### src/rtl/voice_pkg.sv
// Shared constants and FSM state type for the voice mixing scheduler.
// Sine table geometry and voice count live here so all voice blocks agree.
package voice_pkg;

  localparam int NUM_VOICES   = 8;
  localparam int ADDR_WIDTH   = 8;
  localparam int SAMPLE_WIDTH = 16;
  localparam int READ_LATENCY = 2;

  localparam logic [SAMPLE_WIDTH-1:0] SINE_MIDSCALE = {1'b1, {(SAMPLE_WIDTH-1){1'b0}}};

  typedef enum logic [1:0] {
    ST_IDLE,
    ST_ISSUE,
    ST_DRAIN,
    ST_NORM
  } sched_state_t;

endpackage

### src/rtl/voice_mix_scheduler_if.sv
// Frame control, sine BRAM port and mix result bundle for the scheduler.
// master = scheduler side, slave = surrounding phase/BRAM/PDM logic.
interface voice_mix_scheduler_if
  import voice_pkg::*;
#(
  parameter int NUM_VOICES   = voice_pkg::NUM_VOICES,
  parameter int ADDR_WIDTH   = voice_pkg::ADDR_WIDTH,
  parameter int SAMPLE_WIDTH = voice_pkg::SAMPLE_WIDTH
);
  logic                                sample_tick_in;
  logic [NUM_VOICES-1:0]               gate_in;
  logic [NUM_VOICES-1:0][31:0]         phase_in;
  logic [ADDR_WIDTH-1:0]               bram_addr_out;
  logic [SAMPLE_WIDTH-1:0]             bram_data_in;
  logic [SAMPLE_WIDTH-1:0]             mix_out;
  logic                                mix_valid_out;
  logic [$clog2(NUM_VOICES):0]         active_count_out;
  logic                                busy_out;
  logic                                overrun_out;

  modport master (
    input  sample_tick_in, gate_in, phase_in, bram_data_in,
    output bram_addr_out, mix_out, mix_valid_out, active_count_out, busy_out, overrun_out
  );

  modport slave (
    output sample_tick_in, gate_in, phase_in, bram_data_in,
    input  bram_addr_out, mix_out, mix_valid_out, active_count_out, busy_out, overrun_out
  );
endinterface

### src/rtl/voice_mix_scheduler_norm_shift.sv
// Maps a gated-voice count to its normalising right shift, ceil(log2(count)).
// Purely combinational; count 0 yields shift 0 (the caller substitutes midscale).
module voice_norm_shift
  import voice_pkg::*;
#(
  parameter int NUM_VOICES = voice_pkg::NUM_VOICES
) (
  input  logic [$clog2(NUM_VOICES):0] count,
  output logic [$clog2(NUM_VOICES):0] shift
);
  localparam int CW = $clog2(NUM_VOICES) + 1;

  // Descending scan leaves the smallest s with 2^s >= count.
  always_comb begin
    shift = '0;
    for (int s = CW - 1; s >= 0; s--) begin
      if ((32'd1 << s) >= 32'(count)) shift = CW'(s);
    end
  end
endmodule

### src/rtl/voice_mix_scheduler.sv
// Per sample tick: snapshot voices, read the sine BRAM once per voice, sum gated voices, normalise.
// Result 2+NUM_VOICES+READ_LATENCY cycles after the tick; ticks while busy are dropped and flagged.
module voice_mix_scheduler
  import voice_pkg::*;
#(
  parameter int NUM_VOICES   = voice_pkg::NUM_VOICES,
  parameter int ADDR_WIDTH   = voice_pkg::ADDR_WIDTH,
  parameter int SAMPLE_WIDTH = voice_pkg::SAMPLE_WIDTH,
  parameter int READ_LATENCY = voice_pkg::READ_LATENCY
) (
  input logic                  clk_in,
  input logic                  rst_in,
  voice_mix_scheduler_if.master bus
);
  localparam int IW = $clog2(NUM_VOICES);
  localparam int CW = IW + 1;
  localparam int AW = SAMPLE_WIDTH + IW;
  localparam int DW = $clog2(READ_LATENCY + 1);
  localparam logic [SAMPLE_WIDTH-1:0] MIDSCALE = {1'b1, {(SAMPLE_WIDTH-1){1'b0}}};

  sched_state_t                       state_q, state_d;
  logic [IW-1:0]                      idx_q;
  logic [DW-1:0]                      drain_q;
  logic [NUM_VOICES-1:0]              gate_snap;
  logic [NUM_VOICES-1:0][ADDR_WIDTH-1:0] addr_snap;
  logic [READ_LATENCY-1:0]            vld_pipe;
  logic [AW-1:0]                      acc_q;
  logic [CW-1:0]                      cnt_q;
  logic [CW-1:0]                      shift;
  logic                               tick_accept;
  logic                               last_voice;
  logic                               last_drain;

  assign tick_accept = (state_q == ST_IDLE) && bus.sample_tick_in;
  assign last_voice  = (idx_q == IW'(NUM_VOICES - 1));
  assign last_drain  = (drain_q == DW'(READ_LATENCY - 1));

  voice_norm_shift #(.NUM_VOICES(NUM_VOICES)) u_norm_shift (
    .count (cnt_q),
    .shift (shift)
  );

  always_ff @(posedge clk_in) begin
    if (rst_in) state_q <= ST_IDLE;
    else        state_q <= state_d;
  end

  always_comb begin
    state_d = state_q;
    case (state_q)
      ST_IDLE:  if (tick_accept) state_d = ST_ISSUE;
      ST_ISSUE: if (last_voice)  state_d = ST_DRAIN;
      ST_DRAIN: if (last_drain)  state_d = ST_NORM;
      ST_NORM:  state_d = ST_IDLE;
      default:  state_d = ST_IDLE;
    endcase
  end

  always_ff @(posedge clk_in) begin
    if (rst_in) begin
      idx_q                <= '0;
      drain_q              <= '0;
      gate_snap            <= '0;
      addr_snap            <= '0;
      vld_pipe             <= '0;
      acc_q                <= '0;
      cnt_q                <= '0;
      bus.bram_addr_out    <= '0;
      bus.mix_out          <= MIDSCALE;
      bus.mix_valid_out    <= 1'b0;
      bus.active_count_out <= '0;
      bus.busy_out         <= 1'b0;
      bus.overrun_out      <= 1'b0;
    end else begin
      bus.mix_valid_out <= 1'b0;
      bus.overrun_out   <= bus.sample_tick_in && (state_q != ST_IDLE);
      bus.busy_out      <= (state_d != ST_IDLE);
      bus.bram_addr_out <= '0;
      vld_pipe          <= vld_pipe << 1;

      // Oldest pipe bit lines up with the BRAM word for the voice it was pushed with.
      if (vld_pipe[READ_LATENCY-1]) begin
        acc_q <= acc_q + AW'(bus.bram_data_in);
        cnt_q <= cnt_q + 1'b1;
      end

      case (state_q)
        ST_IDLE: begin
          if (tick_accept) begin
            gate_snap <= bus.gate_in;
            for (int i = 0; i < NUM_VOICES; i++) begin
              addr_snap[i] <= bus.phase_in[i][31 -: ADDR_WIDTH];
            end
            acc_q             <= '0;
            cnt_q             <= '0;
            idx_q             <= '0;
            bus.bram_addr_out <= bus.phase_in[0][31 -: ADDR_WIDTH];
          end
        end
        ST_ISSUE: begin
          vld_pipe <= (vld_pipe << 1) | READ_LATENCY'(gate_snap[idx_q]);
          idx_q    <= idx_q + 1'b1;
          drain_q  <= '0;
          if (!last_voice) bus.bram_addr_out <= addr_snap[idx_q + 1'b1];
        end
        ST_DRAIN: drain_q <= drain_q + 1'b1;
        ST_NORM: begin
          bus.mix_out          <= (cnt_q == '0) ? MIDSCALE : SAMPLE_WIDTH'(acc_q >> shift);
          bus.active_count_out <= cnt_q;
          bus.mix_valid_out    <= 1'b1;
        end
        default: ;
      endcase
    end
  end
endmodule

### src/flat_wrapper.sv
// flat-port wrapper written by rule: the top's interface ports become plain ports
module voice_mix_scheduler_flat import voice_pkg::*;
#(
  parameter int NUM_VOICES   = voice_pkg::NUM_VOICES,
  parameter int ADDR_WIDTH   = voice_pkg::ADDR_WIDTH,
  parameter int SAMPLE_WIDTH = voice_pkg::SAMPLE_WIDTH,
  parameter int READ_LATENCY = voice_pkg::READ_LATENCY
)
  (clk_in, rst_in, bus_sample_tick_in, bus_gate_in, bus_phase_in, bus_bram_data_in, bus_bram_addr_out, bus_mix_out, bus_mix_valid_out, bus_active_count_out, bus_busy_out, bus_overrun_out);
  voice_mix_scheduler_if #(.NUM_VOICES(NUM_VOICES), .ADDR_WIDTH(ADDR_WIDTH), .SAMPLE_WIDTH(SAMPLE_WIDTH)) bus_i ();
  input logic clk_in;
  input logic rst_in;
  input wire logic [$bits(bus_i.sample_tick_in)-1:0] bus_sample_tick_in;
  input wire logic [$bits(bus_i.gate_in)-1:0] bus_gate_in;
  input wire logic [$bits(bus_i.phase_in)-1:0] bus_phase_in;
  input wire logic [$bits(bus_i.bram_data_in)-1:0] bus_bram_data_in;
  output wire logic [$bits(bus_i.bram_addr_out)-1:0] bus_bram_addr_out;
  output wire logic [$bits(bus_i.mix_out)-1:0] bus_mix_out;
  output wire logic [$bits(bus_i.mix_valid_out)-1:0] bus_mix_valid_out;
  output wire logic [$bits(bus_i.active_count_out)-1:0] bus_active_count_out;
  output wire logic [$bits(bus_i.busy_out)-1:0] bus_busy_out;
  output wire logic [$bits(bus_i.overrun_out)-1:0] bus_overrun_out;
  assign bus_i.sample_tick_in = bus_sample_tick_in;
  assign bus_i.gate_in = bus_gate_in;
  assign bus_i.phase_in = bus_phase_in;
  assign bus_i.bram_data_in = bus_bram_data_in;
  assign bus_bram_addr_out = bus_i.bram_addr_out;
  assign bus_mix_out = bus_i.mix_out;
  assign bus_mix_valid_out = bus_i.mix_valid_out;
  assign bus_active_count_out = bus_i.active_count_out;
  assign bus_busy_out = bus_i.busy_out;
  assign bus_overrun_out = bus_i.overrun_out;
  voice_mix_scheduler #(.NUM_VOICES(NUM_VOICES), .ADDR_WIDTH(ADDR_WIDTH), .SAMPLE_WIDTH(SAMPLE_WIDTH), .READ_LATENCY(READ_LATENCY)) u_core (.clk_in(clk_in), .rst_in(rst_in), .bus(bus_i));
endmodule
### config.mk
export PLATFORM = sky130hd
export DESIGN_NAME = voice_mix_scheduler_flat
export DESIGN_NICKNAME = d
export VERILOG_FILES = /design/src/rtl/voice_pkg.sv /design/src/rtl/voice_mix_scheduler_if.sv /design/src/rtl/voice_mix_scheduler_norm_shift.sv /design/src/rtl/voice_mix_scheduler.sv /design/src/flat_wrapper.sv
export SDC_FILE = /design/constraint.sdc
export NUM_CORES = 1
export LEC_CHECK = 0
export CAP_MARGIN = 20
export CORE_MARGIN = 5
export CORE_UTILIZATION = 41
export DETAILED_ROUTE_END_ITERATION = 10
export PLACE_DENSITY = 0.81
export SKIP_CTS_REPAIR_TIMING = 1
export SLEW_MARGIN = 40
export SYNTH_ARGS = -nofsm -noshare
export SYNTH_HDL_FRONTEND = slang
export SYNTH_SLANG_ARGS = --single-unit
### constraint.sdc
create_clock -name clk_in -period 3.3 [get_ports clk_in]
set_clock_uncertainty 0.2 [all_clocks]
set_input_delay 0.99 -clock clk_in [delete_from_list [all_inputs] [get_ports clk_in]]
set_output_delay 0.99 -clock clk_in [all_outputs]
set_load 0.01 [all_outputs]
# Word-level counts from Yosys, hierarchy flattened
# Index checks and enable logic that the tools add are counted.
# Widths: inputs -> output; s select.
# totals
output_inout_bits	31
ff_bits	135
# classes
eq_ne	6
shift	1
n_lt_le_gt_ge	6
n_addsub	4
bitwise_logic	2
n_reduce_logical	11
n_mux	27
# ops
op	n
$mux 19	3
$bmux 8 s3	1
$mux 4	6
$mux 8	3
$add 19x16->19	1
$shr 19x4->16	1
$mux 16	1
$pmux 8 s2	1
$mux 2	5
$lt 3x4->1 const B	2
$pmux 2 s4	1
$reduce_bool 2->1	4
$pmux 3 s2	1
$add 4x1->4 const B	1
$eq 2x1->1 const B	2
$eq 2x2->1 const B	2
$ge 1x4->1 const A	1
$ge 2x4->1 const A	1
$ge 3x4->1 const A	1
$ge 4x4->1 const A	1
$logic_not 4->1	1
$pmux 2 s2	1
$reduce_and 2->1	2
$add 3x1->3 const B	1
11 further kinds	13

# Logic depth before layout (Yosys ltp)
# Gate-level depths: netlist of run 1.
# logic_depth
depth_word	7
mapped_depth	10

# Hierarchy
# A second synthesis of run 1 with hierarchy kept.
# hier_totals
hier_cells	795
hier_area_um2	6900.4
# modules_own_cells
module	cells_per_inst	area_per_inst_um2	instances
voice_mix_scheduler	787	6846.6	1
voice_norm_shift	8	53.8	1

# Worst setup path after synthesis of run 1
# OpenSTA, ideal clock, no wires.
# synth_timing
path_kind	input-to-reg
start	input port bus_bram_data_in[0]
end	register u_core.acc_q[18]
slack_ns	0.258
setup_ns	0.132
cell_stages	8
required_ns	2.968
arrival_time_ns	2.710
cell_sequence	ha_1 fa_1 a21o_1 a221oi_2 o21ai_2 a211oi_2 or3_1 a21oi_1
# synth_via
elab_chain_len	4
# synth_lines
element	line_no	rtl
from (decl)	flat_wrapper.sv:16	input wire logic [$bits(bus_i.bram_data_in)-1:0] bus_bram_data_in;
$add 19x16->19 (*)	voice_mix_scheduler.sv:83	acc_q <= acc_q + AW'(bus.bram_data_in);
$mux 19 (*)	voice_mix_scheduler.sv:82	if (vld_pipe[READ_LATENCY-1]) begin
$mux 19	voice_mix_scheduler.sv:89	if (tick_accept) begin
$mux 19 (*)	voice_mix_scheduler.sv:87	case (state_q)
to (signal assigned)	voice_mix_scheduler.sv:83	
to (decl)	voice_mix_scheduler.sv:27	logic [AW-1:0] acc_q;
# Every way passes the cells marked *; elsewhere a longest branch is shown, timed or not.
# A chain may end at the register's enable or synchronous reset.

# Worst setup path after layout of run 1
# Ends and elaborated chain as after synthesis.

==> results of run 1 <==
==> registers in the layout, summed over array words and instances, names as in the netlist <==
name / count
u_core.acc_q: 19
u_core.addr_snap: 64
u_core.bus.active_count_out: 4
u_core.bus.bram_addr_out: 8
u_core.bus.busy_out: 1
u_core.bus.mix_out: 16
u_core.bus.mix_valid_out: 1
u_core.bus.overrun_out: 1
u_core.cnt_q: 4
u_core.drain_q: 2
u_core.gate_snap: 8
u_core.idx_q: 3
u_core.state_q: 2
u_core.vld_pipe: 2
==> kinds of logic (layout without fill, tap and decap cells) <==
kind of cell / Yosys count / after routing / synth area share, %
XOR/XNOR: 13 / 13 / 1.79
adder cells (fa/ha/maj): 27 / 27 / 5.43
flip-flops: 135 / 135 / 42.5
multiplexers: 60 / 60 / 13.2
AO/OA/AOI/OAI: 164 / 164 / 15.6
AND/OR/NAND/NOR: 272 / 272 / 18.0
buffers and inverters: 53 / 184 / 3.54
==> power by group <==
part           switching, µW  leakage [µW]  internal [µW]
clock                    808      0.000282           1070
sequential              37.4       0.00110           1700
combinational            237       0.00173            247
==> worst min-delay path by stage <==
stage / cells past startpoint / slack, ps / to
after CTS: 2 / 250 / u_core.addr_snap[1]
after detailed placement: 1 / 230 / u_core.vld_pipe[1]
after floorplan: 1 / 210 / u_core.vld_pipe[1]
after global routing: 2 / 260 / u_core.addr_snap[1]
after global placement: 1 / 220 / u_core.vld_pipe[1]
final: 1 / 250 / u_core.vld_pipe[1]
==> cell usage after synthesis (4+ instances only) <==
master,instances
a21o_1,9
a21oi_1,95
a31oi_1,7
buf_2,6
clkbuf_1,35
dfxtp_1,135
ha_1,26
inv_1,6
mux2_2,10
mux2i_1,32
mux4_2,18
nand2_1,183
nand2b_1,7
nand3_1,10
nand4_1,6
nor2_1,37
nor3_1,7
o21ai_0,13
o221ai_1,12
o22ai_1,5
or3_1,4
xnor2_1,7
xor2_1,6
==> layer usage <==
metal | GRT usage (%) | part of all wire, %
met1 | 21.1 | 44
met2 | 30.0 | 47
met3 | 6.56 | 7.8
met4 | 5.43 | 1.3
met5 | 0 | 0
==> layout make-up <==
type                       instances  area, µm²
fill                            1366       6810
tap                              188        235
clock buffer                      17        425
multi-input combinational        536       3440
inverter                           7       26.3
timing repair buffer             145       1400
clock inverter                    15        159
sequential                       135       2700
==> per-stage QoR <==
| stage | std cells | worst slack [ps] |
|---|---|---|
| global placement | 1011 | -222 |
| finish | 1043 | 182 |
| floorplan | 724 | 258 |
| detailed placement | 1011 | -246 |
| CTS | 1043 | 197 |
| global route | 1043 | 60.9 |
==> worst reg2reg max path, stage by stage (launching register included) <==
cell and delay [ps]:
dfxtp_1 440, ha_1 410, and2b_1 190, a21boi_0 450, nand2_1 460, o22ai_1 320, a21o_1 100
==> results.md, run 1 <==
* Status: finished, final reports clean
* Avg Synthesized Cell Area at 8.79 µm²
* Setup CP Type: primary input to flop
* CTS buffer count at 17
* Worst Setup Start Kind: primary input
* Core area at 15200 µm²
* Crit path arrival time at 3280 ps
* FF-to-FF Start: u_core.state_q[0]
* Commonest non-fill, non-tap cell in the layout: nand2_1
* Critical Path End Type: flop
* Die Ht at 135 µm
* Port Buffers at 121
* Setup TNS at 0 ps
* Fin area at 8390 µm²
* Crit path to: u_core.acc_q[18]
* Worst-margin pin slew at 702 ps
* CTS tree: built
* EDFF count, synth at 0
* Fin crit share at 94.5%
* First-pass detailed-route iteration total at 4
* PwrDens at 489 nW/µm²
* Reg clk slew, reported paths at 70 ps
* Synth Cell Area at 6360 µm²
* Max FO, Critical Path at 4
* First-pass GRT wire length at 25900 µm
* Total track usage at 17.8%
* Critical Path RT at 3460 ps
* Largest cells by area after synthesis: dfxtp_1, nand2_1, a21oi_1
* Fin Hold WS at 250 ps
* Layout cell share with drive strength beyond 1 at 11.2%
* Synth Instances at 724
* CP peak stage delay at 410 ps
* Critical Path Start: bus_bram_data_in[0]
* Via density at 5.34
* Post-Syn Nets at 1034
* Synth area leader: dfxtp_1
* Routed Antenna Nets at 0
* VDD IR max at 0.397 mV
* Remaining global-route overflow at 0
* Area grow syn2layout at 31.9%
* Reg2Reg Depth at 6
* Hpwl dp at 11000 µm
* Unrepaired setup endpoints after global routing: false
* Rel. slew slack at 53.2%
* Hold Path Class: flop to flop
* Slowest-stage cell, CP: clkdlybuf4s50_1
* P_leak at 0.00311 µW
* Critical path's top delay family: compound AO/OA/AOI/OAI gates
* # nets final at 1152
* Min cycle time layout at 3120 ps
* Commonest cells after routing, fill and taps aside: nand2_1, dfxtp_1, clkdlybuf4s50_1, a21oi_1, nor2_1
* Number of remaining DRC errors at 0
* Async set or reset register ratio after synthesis at 0%
* Endpoints failing hold at 0
* Initial antenna violation count at 0
* CTS root buffer: clkbuf_16
* Initial drt markers at 413
* Share of the synthesized area in the top cell type at 42.5%
* Placer Congestion at 0.883
* N_diodes at 0
* Die Footprint at 18100 µm²
* Final setup fails at 0
* Yosys reg bits at 135
* Hold path startpoint: u_core.vld_pipe[0]
* Dominant synthesized flop cell: dfxtp_1
* Fin. max-slew vios at 0
* Critical path cell sequence: clkdlybuf4s50_1 -> ha_1 -> fa_1 -> a21o_1 -> a221oi_2 -> o21ai_2 -> a211oi_2 -> o21ai_0 -> a21oi_1
* Max clock buf depth at 2
* Cell row count at 45
* Max Cap Viol at 0
* Final WL at 16000 µm
* FMAX at 0.321 GHz
* Starting Density at 41.9%
* Final Util at 55.2%
* Worst Path Buf+Inv at 1
* Worst reg2reg endpoint: u_core.bus.mix_out[12]
* Final Power at 4100 µW
* Sink Count at 135
* Post-DR wirelength/cell at 15.4 µm
* Later-pin clock latency in the skew report at 430 ps
* Largest net degree at the start of global routing at 74
* H-tree Lvls at 4
* Number of global-route vias before repair at 5457
* DIE WIDTH at 135 µm
* Critical Path Stages at 9
* Ys Warns at 0
* R2R setup slack at 680 ps
* Synth cell types at 56
* Io pins at 314
* DR vias at 5568
* Post-DP Area at 7800 µm²
* Sequential area share after synthesis at 42.5%
Note: power is estimated with default switching activity, not from simulation.
==> run 2, diff against run 1 <==
--- a/config.mk
+++ b/config.mk
@@ -7,9 +7,10 @@
 export LEC_CHECK = 0
 export CAP_MARGIN = 20
 export CORE_MARGIN = 5
-export CORE_UTILIZATION = 41
+export CORE_UTILIZATION = 35
 export DETAILED_ROUTE_END_ITERATION = 10
-export PLACE_DENSITY = 0.81
+export GPL_ROUTABILITY_DRIVEN = 0
+export PLACE_DENSITY = 0.71
 export SKIP_CTS_REPAIR_TIMING = 1
 export SLEW_MARGIN = 40
 export SYNTH_ARGS = -nofsm -noshare
==> run 2 against run 1 <==
Net effect:
- fmax is 0.68% higher
- core utilization is 8.2 points lower
- cell count is 3.5% higher
- largest cell class unchanged
- largest power group unchanged
==> results.md, run 2 (same netlist as run 1, synthesis figures left out) <==
* Status: finished, final reports clean
* Worst Setup Start Kind: primary input
* N_diodes at 0 (unchanged)
* Later-pin clock latency in the skew report at 420 ps (about the same)
* Critical path cell sequence: clkdlybuf4s50_1 -> ha_1 -> fa_1 -> a21o_1 -> a221oi_2 -> o21ai_2 -> a211oi_2 -> o21ai_0 -> a21oi_1
* VDD IR max at 0.367 mV (-7.6%)
* Max Cap Viol at 0 (unchanged)
* Final WL at 16300 µm (+1.5%)
* Setup CP Type: primary input to flop
* Largest regs: u_core.addr_snap: 64 flops, u_core.acc_q: 19 flops, u_core.bus.mix_out: 16 flops
* Total track usage at 15.8% (-1.9 points)
* Initial antenna violation count at 0 (unchanged)
* CTS tree: built
* Area grow syn2layout at 32.7%
* CP peak stage delay at 410 ps (about the same)
* Min cycle time layout at 3100 ps (-21.2 ps)
* Core area at 18000 µm² (+18%)
* Via density at 5.11 (-4.3%)
* Number of global-route vias before repair at 5439 (-0.33%)
* P_leak at 0.00311 µW (-0.16%)
* Worst reg2reg endpoint: u_core.bus.mix_out[13]
* Fin. max-slew vios at 0 (unchanged)
* First-pass GRT wire length at 26400 µm (+1.7%)
* Cell row count at 49 (+8.9%)
* Pre-CTS setup slack at -237 ps (+9.07 ps)
* Slowest-stage cell, CP: clkdlybuf4s50_1
* Non-Filler Instances at 1080 (+3.5%)
* Critical Path RT at 3450 ps (about the same)
* Most flop-heavy register: u_core.addr_snap
* FF-to-FF Start: u_core.state_q[0]
* R2R setup slack at 550 ps (-130 ps)
* Crit path arrival time at 3250 ps (-30 ps)
* Reg clk slew, reported paths at 60 ps (about the same)
* Rel. slew slack at 48.8% (-4.4 points)
* Number of remaining DRC errors at 0 (unchanged)
* Final setup fails at 0 (unchanged)
* CTS buffer count at 17 (unchanged)
* First-pass detailed-route iteration total at 5 (+1)
* Die Ht at 145 µm (+7.6%)
* Reg2Reg Depth at 6 (unchanged)
* # nets final at 1149 (-0.26%)
* Critical Path Start: bus_bram_data_in[0]
* Final WS setup at 203 ps (+21.2 ps)
* PwrDens at 496 nW/µm² (+1.4%)
* Remaining global-route overflow at 0 (unchanged)
* Post-placement cell count at 1049 (+3.8%)
* Initial drt markers at 321 (-22%)
* Hpwl dp at 11400 µm (+3.1%)
* Sink Count at 135 (unchanged)
* H-tree Lvls at 4 (unchanged)
* Largest net degree at the start of global routing at 74 (unchanged)
* Final Power at 4180 µW (+2.1%)
* Final Util at 47.0% (-8.2 points)
* CTS root buffer: clkbuf_16
* Endpoints failing hold at 0 (unchanged)
* DR vias at 5520 (-0.86%)
* Layout cell share with drive strength beyond 1 at 10.7% (-0.53 points)
* Routed Antenna Nets at 0 (unchanged)
* DIE WIDTH at 145 µm (+7.6%)
* Io pins at 314 (unchanged)
* Commonest cells after routing, fill and taps aside: nand2_1, dfxtp_1, clkdlybuf4s50_1, a21oi_1, nor2_1
* Starting Density at 35.4% (-6.4 points)
* Worst-margin pin slew at 767 ps (+65.2 ps)
* Max FO, Critical Path at 4 (unchanged)
* Port Buffers at 121 (unchanged)
* Fin crit share at 93.9% (-0.64 points)
* FMAX at 0.323 GHz (+0.68%)
* Die Footprint at 21000 µm² (+16%)
* Unrepaired setup endpoints after global routing: false
* Setup TNS at 0 ps (unchanged)
* Critical Path End Type: flop
* Hold Path Class: flop to flop
* Max clock buf depth at 2 (unchanged)
* Largest register FFs at 64 (unchanged)
* Commonest non-fill, non-tap cell in the layout: nand2_1
* Post-DR wirelength/cell at 15.1 µm (-2.0%)
* Crit path to: u_core.acc_q[18]
run 2: final cells by class:
class / count / area [µm²]
clock buffer: 19 / 443
clock inverter: 12 / 168
fill: 1734 / 9520
inverter: 7 / 26.3
multi-input combinational: 536 / 3440
sequential: 135 / 2700
tap: 229 / 287
timing repair buffer: 142 / 1380
run 2: layer usage:
metal  up-vias  track usage, %  routed length, µm
met3        16            5.55               1350
met5         -               0                  0
li1       2774               -                  -
met1      2547            19.3               7080
met2       183            26.1               7630
met4         0            5.30                213
run 2: worst min path at each step:
stage / startpoint / to / slack (ps) / cells after the start
final: u_core.vld_pipe[0] / u_core.vld_pipe[1] / 240 / 1
after global routing: u_core.vld_pipe[0] / u_core.vld_pipe[1] / 260 / 1
after CTS: u_core.vld_pipe[0] / u_core.vld_pipe[1] / 250 / 1
after detailed placement: u_core.vld_pipe[0] / u_core.vld_pipe[1] / 230 / 1
after global placement: u_core.vld_pipe[0] / u_core.vld_pipe[1] / 220 / 1
after floorplan: u_core.vld_pipe[0] / u_core.vld_pipe[1] / 210 / 1
run 2: stage by stage:
step,hold slack [ps],instance area (µm²)
global route,257,8440
global placement,219,7830
detailed placement,230,7830
finish,243,8440
CTS,248,8440
floorplan,214,6360
run 2: critical path: cells and delay by family:
family	cells	cell delay, ps
AO/OA/AOI/OAI	6	1230
adder cells (fa/ha/maj)	2	610
buffers and inverters	1	410
run 2: power breakdown:
part	internal [µW]	switching [µW]	total, µW
Clock	1220	747	1960
Sequential	1700	37.7	1740
Combinational	244	235	479
Total	3160	1020	4180
==> run 3, diff against run 2 <==
--- a/config.mk
+++ b/config.mk
@@ -11,6 +11,7 @@
 export DETAILED_ROUTE_END_ITERATION = 10
 export GPL_ROUTABILITY_DRIVEN = 0
 export PLACE_DENSITY = 0.71
+export RECOVER_POWER = 100
 export SKIP_CTS_REPAIR_TIMING = 1
 export SLEW_MARGIN = 40
 export SYNTH_ARGS = -nofsm -noshare
==> run 3 against run 2 <==
Net effect:
- the flow now finishes with violations (max-capacitance violations, max-slew violations)
- combinational power shrank 0.8%
- count of clock-buffer cells in the layout did not move
- sequential cell count is the same
- global-route usage is the same
- critical path type unchanged
- largest power group unchanged
- cell count is essentially flat
- hold slack got worse by 0.74 ps
- fmax down 0.74%
==> results.md, run 3 (same netlist as run 1, synthesis figures left out) <==
* Final WS setup at 180 ps (-23.1 ps)
* Max FO, Critical Path at 4 (unchanged)
* Commonest cells after routing, fill and taps aside: nand2_1, dfxtp_1, a21oi_1, clkdlybuf4s50_1, nor2_1
* Most flop-heavy register: u_core.addr_snap
* Status: complete, but fails checks
* Io pins at 314 (unchanged)
* Cell row count at 49 (unchanged)
* Rel. slew slack at -8.63% (-57 points)
* Final setup fails at 0 (unchanged)
* Layout cell share with drive strength beyond 1 at 10.3% (-0.35 points)
* Routed Antenna Nets at 0 (unchanged)
* Critical path cell sequence: dlygate4sd3_1 -> fa_1 -> a21o_1 -> a221oi_2 -> o21ai_2 -> a211oi_2 -> or3_1 -> a21oi_1
* Unrepaired setup endpoints after global routing: false
* Slowest-stage cell, CP: dlygate4sd3_1
* Number of global-route vias before repair at 5439 (unchanged)
* Starting Density at 35.4% (unchanged)
* Later-pin clock latency in the skew report at 420 ps (about the same)
* Initial antenna violation count at 0 (unchanged)
* Failing checks: max-capacitance violations, max-slew violations
* CP peak stage delay at 580 ps (+170 ps)
* Hold Path Class: flop to flop
* H-tree Lvls at 4 (unchanged)
* Post-DR wirelength/cell at 15.0 µm (-0.49%)
* Via density at 5.08 (-0.67%)
* VDD IR max at 0.366 mV (-0.32%)
* Worst Setup Start Kind: primary input
* PwrDens at 496 nW/µm² (about the same)
* Largest register FFs at 64 (unchanged)
* Initial drt markers at 317 (-1.2%)
* Final Util at 46.9% (-0.077 points)
* Remaining global-route overflow at 0 (unchanged)
* DIE WIDTH at 145 µm (unchanged)
* First-pass detailed-route iteration total at 4 (-1)
* Filler cell count at 1739 (+0.29%)
* Setup CP Type: primary input to flop
* Largest net degree at the start of global routing at 74 (unchanged)
* CTS tree: built
* CTS root buffer: clkbuf_16
* # nets final at 1149 (unchanged)
* Reg clk slew, reported paths at 60 ps (about the same)
* CTS buffer count at 17 (unchanged)
* Die Footprint at 21000 µm² (unchanged)
* Endpoints failing hold at 0 (unchanged)
* FMAX at 0.320 GHz (-0.74%)
* Core area at 18000 µm² (unchanged)
* Port Buffers at 121 (unchanged)
* Pre-CTS setup slack at -237 ps (unchanged)
* Number of remaining DRC errors at 0 (unchanged)
* Die Ht at 145 µm (unchanged)
* Largest regs: u_core.addr_snap: 64 flops, u_core.acc_q: 19 flops, u_core.bus.mix_out: 16 flops
* Commonest non-fill, non-tap cell in the layout: nand2_1
* First-pass GRT wire length at 26400 µm (unchanged)
* Fin crit share at 94.5% (+0.70 points)
* Min cycle time layout at 3120 ps (+23.1 ps)
* Sink Count at 135 (unchanged)
* Non-Filler Instances at 1081 (+0.093%)
* Area grow syn2layout at 32.5%
* Total track usage at 15.8% (unchanged)
* Final WL at 16200 µm (-0.39%)
* Critical Path End Type: flop
* DR vias at 5488 (-0.58%)
* Fin area at 8430 µm² (-0.16%)
* Worst-margin pin slew at 1630 ps (+863 ps)
* Post-placement cell count at 1049 (unchanged)
* Max clock buf depth at 2 (unchanged)
* Max Cap Viol at 1 (+1)
* Fin. max-slew vios at 38 (+38)
* P_leak at 0.00320 µW (+2.7%)
* Crit path arrival time at 3200 ps (-50 ps)
* Fin Hold WS at 243 ps (-0.742 ps)
* Post-DP Area at 7830 µm² (unchanged)
* Hpwl dp at 11400 µm (unchanged)
* Critical Path RT at 3380 ps (-70 ps)
run 3: cell types whose count changed in the layout (fill, tap and decap cells not counted), sizes merged:
cell	before	now
clkdlybuf4s50	120	86
dlygate4sd3	0	34
clkbuf	19	26
buf	22	15
diode	0	1
run 3: metrics by stage:
step / TNS (ps) / power [µW]
after floorplan: 0 / 2040
after global placement: -1040 / 2250
after detailed placement: -1110 / 2260
after CTS: 0 / 4230
after global routing: 0 / 4360
final: 0 / 4180
run 3: power breakdown:
part           switching [µW]  leakage, µW  internal, µW
combinational             236      0.00180           239
sequential               37.3      0.00110          1700
clock                     746     0.000295          1220
run 3: final cells by class:
type                    instances  area [µm²]  share of cell area, %
flip-flops and latches        135        2700                   32.1
clock inverters                12         168                   1.99
multi-input cells             536        3440                   40.8
inverters                       7        26.3                  0.312
repair buffers                142        1360                   16.1
diodes                          1        2.50                 0.0297
clock buffers                  19         443                   5.25
well taps                     229         287                   3.40
run 3: per-layer routing:
layer  up-vias  wire (µm)  GRT usage [%]
met5         -          0              0
met4         0        199           5.30
met3        16       1340           5.55
met2       167       7640           26.1
met1      2526       7030           19.3
li1       2779          -              -
run 3: critical path: cells and delay by family:
family,cells,cell delay (ps)
and+or+nand+nor,1,150
buffers and inverters,1,580
AOI/OAI and AO/OA,5,1030
adders and majority gates,1,450
run 3: final timing paths:
kind	startpoint	slack [ps]	depth (start not counted)	end
hold reg to reg	u_core.vld_pipe[0]	240	1	u_core.vld_pipe[1]
setup reg to reg	u_core.state_q[0]	550	6	u_core.bus.mix_out[13]
hold / removal	u_core.vld_pipe[0]	240	1	u_core.vld_pipe[1]
setup / recovery	bus_bram_data_in[1]	180	8	u_core.acc_q[18]
